`src/rtl/axi_write_master_pkg.sv`:
```
// Shared AXI definitions: response codes, write-master FSM states, AxSIZE helper.
// No logic, no latency; backpressure not applicable.
package axi_write_master_pkg;

    typedef enum logic [1:0] {
        ST_IDLE = 2'd0,
        ST_ADDR = 2'd1,
        ST_DATA = 2'd2,
        ST_RESP = 2'd3
    } wm_state_e;

    typedef logic [1:0] axi_resp_t;

    localparam axi_resp_t RESP_OKAY   = 2'b00;
    localparam axi_resp_t RESP_EXOKAY = 2'b01;
    localparam axi_resp_t RESP_SLVERR = 2'b10;
    localparam axi_resp_t RESP_DECERR = 2'b11;

    localparam logic [7:0] ERR_CNT_MAX = 8'hFF;

    // AxSIZE encoding is log2 of the bus width in bytes.
    function automatic logic [2:0] axi_size_of(input int bits);
        for (int i = 0; i < 8; i++) begin
            if ((8 << i) == bits) return 3'(i);
        end
        return 3'd0;
    endfunction

endpackage

```
`src/rtl/axi_write_master_if.sv`:
```
// Command, source-data, AXI AW/W/B and completion signals of the write master.
// Pure wiring bundle; master modport is the DUT side, slave the environment side.
interface axi_write_master_if #(
    parameter int DATA_BITS = 32,
    parameter int ADDR_BITS = 32,
    parameter int LEN_BITS  = 8
);
    logic                   cmd_valid;
    logic                   cmd_ready;
    logic [ADDR_BITS-1:0]   cmd_addr;
    logic [LEN_BITS-1:0]    cmd_len;

    logic                   src_valid;
    logic                   src_ready;
    logic [DATA_BITS-1:0]   src_data;

    logic                   aw_valid;
    logic                   aw_ready;
    logic [ADDR_BITS-1:0]   aw_addr;
    logic [LEN_BITS-1:0]    aw_len;
    logic [2:0]             aw_size;

    logic                   w_valid;
    logic                   w_ready;
    logic [DATA_BITS-1:0]   w_data;
    logic [DATA_BITS/8-1:0] w_strb;
    logic                   w_last;

    logic                   b_valid;
    logic                   b_ready;
    logic [1:0]             b_resp;

    logic                   done;
    logic [1:0]             done_resp;
    logic [7:0]             err_cnt;

    modport master (
        input  cmd_valid, cmd_addr, cmd_len,
        output cmd_ready,
        input  src_valid, src_data,
        output src_ready,
        output aw_valid, aw_addr, aw_len, aw_size,
        input  aw_ready,
        output w_valid, w_data, w_strb, w_last,
        input  w_ready,
        input  b_valid, b_resp,
        output b_ready,
        output done, done_resp, err_cnt
    );

    modport slave (
        output cmd_valid, cmd_addr, cmd_len,
        input  cmd_ready,
        output src_valid, src_data,
        input  src_ready,
        input  aw_valid, aw_addr, aw_len, aw_size,
        output aw_ready,
        input  w_valid, w_data, w_strb, w_last,
        output w_ready,
        output b_valid, b_resp,
        input  b_ready,
        input  done, done_resp, err_cnt
    );

endinterface

```
`src/rtl/axi_skid_buf.sv`:
```
// One-entry registered skid buffer for any valid/ready channel.
// Latency 1 cycle; accepts input when empty or when the held entry drains this cycle.
module axi_skid_buf #(
    parameter int WIDTH = 32
) (
    input  logic             clk,
    input  logic             rst_n,
    input  logic             i_clr,
    input  logic             i_in_vld,
    input  logic [WIDTH-1:0] i_in_dat,
    output logic             o_in_rdy,
    output logic             o_out_vld,
    output logic [WIDTH-1:0] o_out_dat,
    input  logic             i_out_rdy
);

    logic             r_full;
    logic [WIDTH-1:0] r_dat;

    // out_vld is purely the register state, so there is no ready-to-valid path.
    assign o_in_rdy  = !r_full || i_out_rdy;
    assign o_out_vld = r_full;
    assign o_out_dat = r_dat;

    always_ff @(posedge clk or negedge rst_n) begin
        if (!rst_n) begin
            r_full <= 1'b0;
            r_dat  <= '0;
        end else if (i_clr) begin
            r_full <= 1'b0;
        end else if (i_in_vld && o_in_rdy) begin
            r_full <= 1'b1;
            r_dat  <= i_in_dat;
        end else if (r_full && i_out_rdy) begin
            r_full <= 1'b0;
        end
    end

endmodule

```
`src/rtl/axi_write_master.sv`:
```
// Single-burst AXI write master: command -> AW -> W beats via skid buffer -> B.
// AW one cycle after command accept; src stalls on W backpressure or once len+1 beats are loaded.
module axi_write_master
    import axi_write_master_pkg::*;
#(
    parameter int DATA_BITS = 32,
    parameter int ADDR_BITS = 32,
    parameter int LEN_BITS  = 8
) (
    input  logic               aclk,
    input  logic               areset_n,
    axi_write_master_if.master bus
);

    // One extra bit so a full 2^LEN_BITS burst never wraps the counters.
    localparam int                  CNT_BITS = LEN_BITS + 1;
    localparam logic [CNT_BITS-1:0] CNT_ONE  = 1;

    wm_state_e             r_state;
    wm_state_e             w_state_nxt;
    logic [ADDR_BITS-1:0]  r_addr;
    logic [LEN_BITS-1:0]   r_len;
    logic [CNT_BITS-1:0]   r_beat_cnt;
    logic [CNT_BITS-1:0]   r_load_cnt;
    logic                  r_done;
    logic [1:0]            r_done_resp;
    logic [7:0]            r_err_cnt;

    logic                  w_cmd_rdy;
    logic                  w_aw_vld;
    logic                  w_b_rdy;
    logic                  w_cmd_hs;
    logic                  w_aw_hs;
    logic                  w_w_hs;
    logic                  w_b_hs;
    logic                  w_src_hs;
    logic                  w_load_allow;
    logic                  w_last_beat;
    logic                  w_skid_in_rdy;
    logic                  w_skid_vld;
    logic [DATA_BITS-1:0]  w_skid_dat;

    assign w_last_beat  = (r_beat_cnt == {1'b0, r_len});
    assign w_load_allow = (r_state == ST_DATA) && (r_load_cnt <= {1'b0, r_len});

    assign w_cmd_hs = bus.cmd_valid && w_cmd_rdy;
    assign w_aw_hs  = w_aw_vld && bus.aw_ready;
    assign w_w_hs   = w_skid_vld && bus.w_ready;
    assign w_b_hs   = bus.b_valid && w_b_rdy;
    assign w_src_hs = bus.src_valid && bus.src_ready;

    always_ff @(posedge aclk or negedge areset_n) begin
        if (!areset_n) r_state <= ST_IDLE;
        else           r_state <= w_state_nxt;
    end

    // cmd_ready waits out the done cycle and is forced low while reset is held.
    always_comb begin
        w_state_nxt = r_state;
        w_cmd_rdy   = 1'b0;
        w_aw_vld    = 1'b0;
        w_b_rdy     = 1'b0;
        case (r_state)
            ST_IDLE: begin
                w_cmd_rdy = areset_n && !r_done;
                if (bus.cmd_valid && w_cmd_rdy) w_state_nxt = ST_ADDR;
            end
            ST_ADDR: begin
                w_aw_vld = 1'b1;
                if (bus.aw_ready) w_state_nxt = ST_DATA;
            end
            ST_DATA: begin
                if (w_w_hs && w_last_beat) w_state_nxt = ST_RESP;
            end
            ST_RESP: begin
                w_b_rdy = 1'b1;
                if (bus.b_valid) w_state_nxt = ST_IDLE;
            end
            default: w_state_nxt = ST_IDLE;
        endcase
    end

    always_ff @(posedge aclk or negedge areset_n) begin
        if (!areset_n) begin
            r_addr      <= '0;
            r_len       <= '0;
            r_beat_cnt  <= '0;
            r_load_cnt  <= '0;
            r_done      <= 1'b0;
            r_done_resp <= RESP_OKAY;
            r_err_cnt   <= '0;
        end else begin
            r_done <= 1'b0;
            if (w_cmd_hs) begin
                r_addr     <= bus.cmd_addr;
                r_len      <= bus.cmd_len;
                r_beat_cnt <= '0;
                r_load_cnt <= '0;
            end
            if (w_src_hs) r_load_cnt <= r_load_cnt + CNT_ONE;
            if (w_w_hs)   r_beat_cnt <= r_beat_cnt + CNT_ONE;
            if (w_b_hs) begin
                r_done      <= 1'b1;
                r_done_resp <= bus.b_resp;
                if ((bus.b_resp != RESP_OKAY) && (r_err_cnt != ERR_CNT_MAX))
                    r_err_cnt <= r_err_cnt + 8'd1;
            end
        end
    end

    axi_skid_buf #(
        .WIDTH (DATA_BITS)
    ) u_w_skid (
        .clk       (aclk),
        .rst_n     (areset_n),
        .i_clr     (w_cmd_hs),
        .i_in_vld  (bus.src_valid && w_load_allow),
        .i_in_dat  (bus.src_data),
        .o_in_rdy  (w_skid_in_rdy),
        .o_out_vld (w_skid_vld),
        .o_out_dat (w_skid_dat),
        .i_out_rdy (bus.w_ready)
    );

    assign bus.cmd_ready = w_cmd_rdy;
    assign bus.src_ready = w_load_allow && w_skid_in_rdy;
    assign bus.aw_valid  = w_aw_vld;
    assign bus.aw_addr   = r_addr;
    assign bus.aw_len    = r_len;
    assign bus.aw_size   = axi_size_of(DATA_BITS);
    assign bus.w_valid   = w_skid_vld;
    assign bus.w_data    = w_skid_dat;
    assign bus.w_strb    = '1;
    assign bus.w_last    = (r_state == ST_DATA) && w_last_beat;
    assign bus.b_ready   = w_b_rdy;
    assign bus.done      = r_done;
    assign bus.done_resp = r_done_resp;
    assign bus.err_cnt   = r_err_cnt;

endmodule

```
`src/flat_wrapper.sv`:
```
// flat-port wrapper written by rule: the top's interface ports become plain ports
module axi_write_master_flat import axi_write_master_pkg::*;
#(
    parameter int DATA_BITS = 32,
    parameter int ADDR_BITS = 32,
    parameter int LEN_BITS  = 8
)
  (aclk, areset_n, bus_cmd_valid, bus_cmd_addr, bus_cmd_len, bus_cmd_ready, bus_src_valid, bus_src_data, bus_src_ready, bus_aw_valid, bus_aw_addr, bus_aw_len, bus_aw_size, bus_aw_ready, bus_w_valid, bus_w_data, bus_w_strb, bus_w_last, bus_w_ready, bus_b_valid, bus_b_resp, bus_b_ready, bus_done, bus_done_resp, bus_err_cnt);
  axi_write_master_if #(.DATA_BITS(DATA_BITS), .ADDR_BITS(ADDR_BITS), .LEN_BITS(LEN_BITS)) bus_i ();
  input  logic aclk;
  input  logic areset_n;
  input wire logic [$bits(bus_i.cmd_valid)-1:0] bus_cmd_valid;
  input wire logic [$bits(bus_i.cmd_addr)-1:0] bus_cmd_addr;
  input wire logic [$bits(bus_i.cmd_len)-1:0] bus_cmd_len;
  output wire logic [$bits(bus_i.cmd_ready)-1:0] bus_cmd_ready;
  input wire logic [$bits(bus_i.src_valid)-1:0] bus_src_valid;
  input wire logic [$bits(bus_i.src_data)-1:0] bus_src_data;
  output wire logic [$bits(bus_i.src_ready)-1:0] bus_src_ready;
  output wire logic [$bits(bus_i.aw_valid)-1:0] bus_aw_valid;
  output wire logic [$bits(bus_i.aw_addr)-1:0] bus_aw_addr;
  output wire logic [$bits(bus_i.aw_len)-1:0] bus_aw_len;
  output wire logic [$bits(bus_i.aw_size)-1:0] bus_aw_size;
  input wire logic [$bits(bus_i.aw_ready)-1:0] bus_aw_ready;
  output wire logic [$bits(bus_i.w_valid)-1:0] bus_w_valid;
  output wire logic [$bits(bus_i.w_data)-1:0] bus_w_data;
  output wire logic [$bits(bus_i.w_strb)-1:0] bus_w_strb;
  output wire logic [$bits(bus_i.w_last)-1:0] bus_w_last;
  input wire logic [$bits(bus_i.w_ready)-1:0] bus_w_ready;
  input wire logic [$bits(bus_i.b_valid)-1:0] bus_b_valid;
  input wire logic [$bits(bus_i.b_resp)-1:0] bus_b_resp;
  output wire logic [$bits(bus_i.b_ready)-1:0] bus_b_ready;
  output wire logic [$bits(bus_i.done)-1:0] bus_done;
  output wire logic [$bits(bus_i.done_resp)-1:0] bus_done_resp;
  output wire logic [$bits(bus_i.err_cnt)-1:0] bus_err_cnt;
  assign bus_i.cmd_valid = bus_cmd_valid;
  assign bus_i.cmd_addr = bus_cmd_addr;
  assign bus_i.cmd_len = bus_cmd_len;
  assign bus_cmd_ready = bus_i.cmd_ready;
  assign bus_i.src_valid = bus_src_valid;
  assign bus_i.src_data = bus_src_data;
  assign bus_src_ready = bus_i.src_ready;
  assign bus_aw_valid = bus_i.aw_valid;
  assign bus_aw_addr = bus_i.aw_addr;
  assign bus_aw_len = bus_i.aw_len;
  assign bus_aw_size = bus_i.aw_size;
  assign bus_i.aw_ready = bus_aw_ready;
  assign bus_w_valid = bus_i.w_valid;
  assign bus_w_data = bus_i.w_data;
  assign bus_w_strb = bus_i.w_strb;
  assign bus_w_last = bus_i.w_last;
  assign bus_i.w_ready = bus_w_ready;
  assign bus_i.b_valid = bus_b_valid;
  assign bus_i.b_resp = bus_b_resp;
  assign bus_b_ready = bus_i.b_ready;
  assign bus_done = bus_i.done;
  assign bus_done_resp = bus_i.done_resp;
  assign bus_err_cnt = bus_i.err_cnt;
  axi_write_master #(.DATA_BITS(DATA_BITS), .ADDR_BITS(ADDR_BITS), .LEN_BITS(LEN_BITS)) u_core (.aclk(aclk), .areset_n(areset_n), .bus(bus_i));
endmodule
```
`config.mk`:
```
export PLATFORM = sky130hd
export DESIGN_NAME = axi_write_master_flat
export DESIGN_NICKNAME = d
export VERILOG_FILES = /design/src/rtl/axi_write_master_pkg.sv /design/src/rtl/axi_write_master_if.sv /design/src/rtl/axi_skid_buf.sv /design/src/rtl/axi_write_master.sv /design/src/flat_wrapper.sv
export SDC_FILE = /design/constraint.sdc
export NUM_CORES = 1
export LEC_CHECK = 0
export BUFFER_PORTS_ARGS = -buffer_cell sky130_fd_sc_hd__buf_2
export CAP_MARGIN = 10
export CELL_PAD_IN_SITES_DETAIL_PLACEMENT = 2
export CELL_PAD_IN_SITES_GLOBAL_PLACEMENT = 2
export CORE_MARGIN = 2
export CORE_UTILIZATION = 27
export DETAILED_ROUTE_END_ITERATION = 10
export PLACE_DENSITY = 0.86
export SYNTH_ARGS = -nofsm -noshare
export SYNTH_HDL_FRONTEND = slang
export SYNTH_SLANG_ARGS = --single-unit
```
`constraint.sdc`:
```
create_clock -name aclk -period 2.1 [get_ports aclk]
set_input_delay 0.42 -clock aclk [delete_from_list [all_inputs] [get_ports aclk]]
set_output_delay 0.42 -clock aclk [all_outputs]
set_load 0.05 [all_outputs]
```
==> metrics.md <==
| Metric | Value |
|---|---|
| Initial core utilization | 0.278 |
| Async S/R FF share, synth | 1.00 |
| Post-route cell area | 0.00699 mm^2 |
| Initial DRC Count | 139 |
| Routed Antenna Nets | 0 |
| Max FO, Critical Path | 2 |
| Slew margin rel. | 0.362 |
| Syn Inst Count | 450 |
| Status | finished with violations |
| Drt first pass iters | 4 |
| Area leader, netlist | dfrtp_1 |
| Post-Syn Area | 0.00482 mm^2 |
| Maximum vdd drop | between 0.6 and 0.7 mV |
| CTS tree | done |
| Synth Register Bits | 104 |
| CP required | 1.68 ns |
| Distinct cells, synth | 41 |
| I/O pins | 177 |
| CTS max path bufs | 2 |
| Largest net degree at the start of global routing | 72 |
| # H-tree levels | 3 |
| Final Non-Filler Cells | 894 |
| Failing checks | setup timing |
| Port Buffers | 169 |
| Type of element launching the critical path | flop |
| DR WL/cell | 18.9 um |
| RR Startpoint | u_core.r_load_cnt[2]$_DFFE_PN0P_ |
| Global route overflow | 0 |
| CTS root buf | clkbuf_16 |
| Final setup vio count | 44 |
| NumNets Final | 760 |
| Max Clk Rate | around 380 MHz |
| Initial antenna violation count | 0 |
| Synth top area cells | dfrtp_1, nand2_1, mux2_4 |
| Worst Setup Path Type | flop to primary output |
| EDFF count, synth | 0 |
| Layout area overhead | 45.0% |
| Row count | 48 |
| Die Span X | 138 um |
| Worst EP arrival | 2.18 ns |
| Reg clk slew, reported paths | ~0.07 ns |
| Pleak | around 0.0036 uW |
| Ys Warns | 0 |
| Ys flop type | dfrtp_1 |
| Pre-CTS setup slack | -0.296 ns |
| Ant. Diodes | 0 |
| RR Endpoint | u_core.u_w_skid.o_out_dat[21]$_DFFE_PN0P_ |
| Die Area | 0.0190 mm^2 |
| Vias in the first global route | 4,735 |
| RSZ-0062 raised after global routing | yes |
| Die Y | 138 um |
| Core Area | around 0.017 mm^2 |
| Sequential share of the synthesized area | 0.539 |
| Slew Viols, Final | 0 |
| Final min period | approximately 2.6 ns |
| GPL Wtd Cong | about 0.76 |
| Crit end category | primary output |
| Routed wire length | 16.9 mm |
| Maxcap violations | 0 |
| Area share of the largest cell type after synthesis | 0.539 |
| FF-to-FF path depth | 10 |
| Setup TNS | -12.82 ns |
| Final core utilization | 0.403 |
| Least-Margin Pin Slew | 0.957 ns |
| PwrDens | about 1900 mW/mm^2 |
| Dpl hpwl | 12.0 mm |
| Period utilization | 1.24 |
| Skew final | about 0.012 ns |
| Final worst setup slack | -0.502 ns |
| Post-Place Cells | between 800 and 900 |
| Layout cell share with drive strength beyond 1 | 0.486 |
| Clock insertion delay at the later pin of the skew report | 0.35 ns |
| Syn avg cell area | roughly 11 um^2 |
| Num CTS Buffers | 9 |
| # DRC | 0 |
| Clock Sinks | ~100 |
| DR vias | 4,158 |
| Min-Delay Path Class | input pin to async pin |
| Reg2reg setup slack | -0.40 ns |
| Total track usage | 0.174 |
| Global-route wire length before repair | about 25 mm |
| Vias per inst | 4.65 |
| Placed Area | around 0.0063 mm^2 |
| Final hold vios | 0 |
layout make-up:
cell class              instances  area, um^2
clock buffers                  10         239
clock inverters                 6        65.1
fillers                      1902       10400
inverters                      21        81.3
multi-input cells             309        2350
flip-flops and latches        104        2610
well taps                     225         282
repair buffers                219        1360
repair_timing:
action	4_1_cts	5_1_grt
pin swaps	15	7
cloned	2	1
hold buffers	0	0
resized for setup	27	32
buffers inserted	5	12
setup endpoints to repair	40	42
how the worst max path moves through the flow:
stage,start,end,cells after the start
final,u_core.r_load_cnt[2]$_DFFE_PN0P_,bus_src_ready,7
after CTS,u_core.bus.aw_len[6]$_DFFE_PN0P_,bus_src_ready,8
after global routing,u_core.r_load_cnt[2]$_DFFE_PN0P_,bus_src_ready,7
after floorplan,u_core.bus.aw_len[6]$_DFFE_PN0P_,bus_src_ready,7
after detailed placement,u_core.bus.aw_len[7]$_DFFE_PN0P_,u_core.u_w_skid.o_out_dat[31]$_DFFE_PN0P_,9
after global placement,u_core.bus.aw_len[6]$_DFFE_PN0P_,bus_src_ready,8
cells by family (layout without fill, tap and decap cells):
kind of cell | count (synthesis) | count (layout) | synth area share
fa+ha+maj | 15 | 15 | 0.0389
flops | 104 | 104 | 0.539
mux | 40 | 40 | 0.115
xor+xnor | 18 | 18 | 0.0327
compound gates | 44 | 44 | 0.0620
buf+inv | 42 | 256 | 0.0428
other cells | 2 | 7 | 0.00156
simple gates | 185 | 185 | 0.167
power by group:
| group | internal, uW | leakage (uW) | switching, uW |
|---|---|---|---|
| Sequential | 2870 | 0.00129 | 620 |
| Combinational | 3010 | 0.00217 | 5330 |
| Clock | 964 | 0.000149 | 808 |
| Total | 6850 | 0.00361 | 6760 |
cells in the mapped netlist (2+ instances only):
master / instances
a21oi_1: 5
o221ai_1: 7
nor3_1: 4
o2111ai_1: 2
o21ai_0: 20
and2_1: 3
nand4_1: 8
nand2b_1: 5
ha_1: 15
nor2_1: 12
buf_4: 7
dfrtp_1: 104
xor2_1: 4
mux2_4: 30
and3_1: 3
buf_6: 3
nor4_1: 2
nand2_1: 130
nand3_1: 13
clkbuf_1: 10
mux2_2: 5
inv_1: 21
conb_1: 2
mux2i_1: 5
xnor2_1: 14
layer usage:
metal,share of wire,global-route usage
met2,0.55,0.322
met3,0.037,0.0239
met4,0.024,0.0756
met1,0.38,0.200
met5,0,0
cells in the final DEF, fill, tap and decap left out, types with 2 or more instances in the layout:
master / instances
inv_2: 6
nor3_1: 4
nand3_1: 11
xor2_1: 4
inv_6: 2
o2111ai_1: 2
clkbuf_16: 10
o21ai_0: 17
inv_1: 14
xnor2_1: 6
xnor2_2: 7
nor4b_4: 2
nand2b_1: 4
a21oi_1: 2
clkinv_2: 2
mux2_4: 31
buf_4: 33
conb_1: 7
nand2_1: 130
buf_6: 14
nor2_2: 4
o221ai_1: 2
buf_12: 3
mux2i_1: 5
a21oi_4: 2
and3_1: 2
dfrtp_2: 7
nor4_4: 2
nand4_1: 8
buf_2: 166
mux2_2: 4
ha_4: 6
dfrtp_1: 97
o21ai_1: 2
o221ai_2: 5
and2_1: 3
ha_1: 8
nor2_1: 8
worst max-delay path, stage by stage, from the launching register on:
cell     delay, ns
dfrtp_1       0.45
ha_4          0.31
nand4_1       0.18
buf_4         0.20
o22ai_2       0.15
nor2_2        0.08
nor4b_4       0.28
buf_6         0.20
per-stage QoR:
step | total power [uW] | hold WS (ns)
floorplan | 8540 | 0.124
CTS | 13000 | 0.112
detailed placement | 10700 | 0.465
finish | 13600 | 0.0984
global placement | 10300 | 0.455
global route | 14400 | 0.132
flip-flops by register name (all words and copies together) (netlist names):
signal and count:
u_core.r_load_cnt 9, u_core.bus.err_cnt 8, u_core.u_w_skid.o_out_dat 32, u_core.bus.done_resp 2, u_core.bus.aw_len 8, u_core.bus.done 1
u_core.bus.aw_addr 32, u_core.r_beat_cnt 9, u_core.r_state 2, u_core.u_w_skid.o_out_vld 1
No activity file was read; power rests on OpenSTA's default activity.
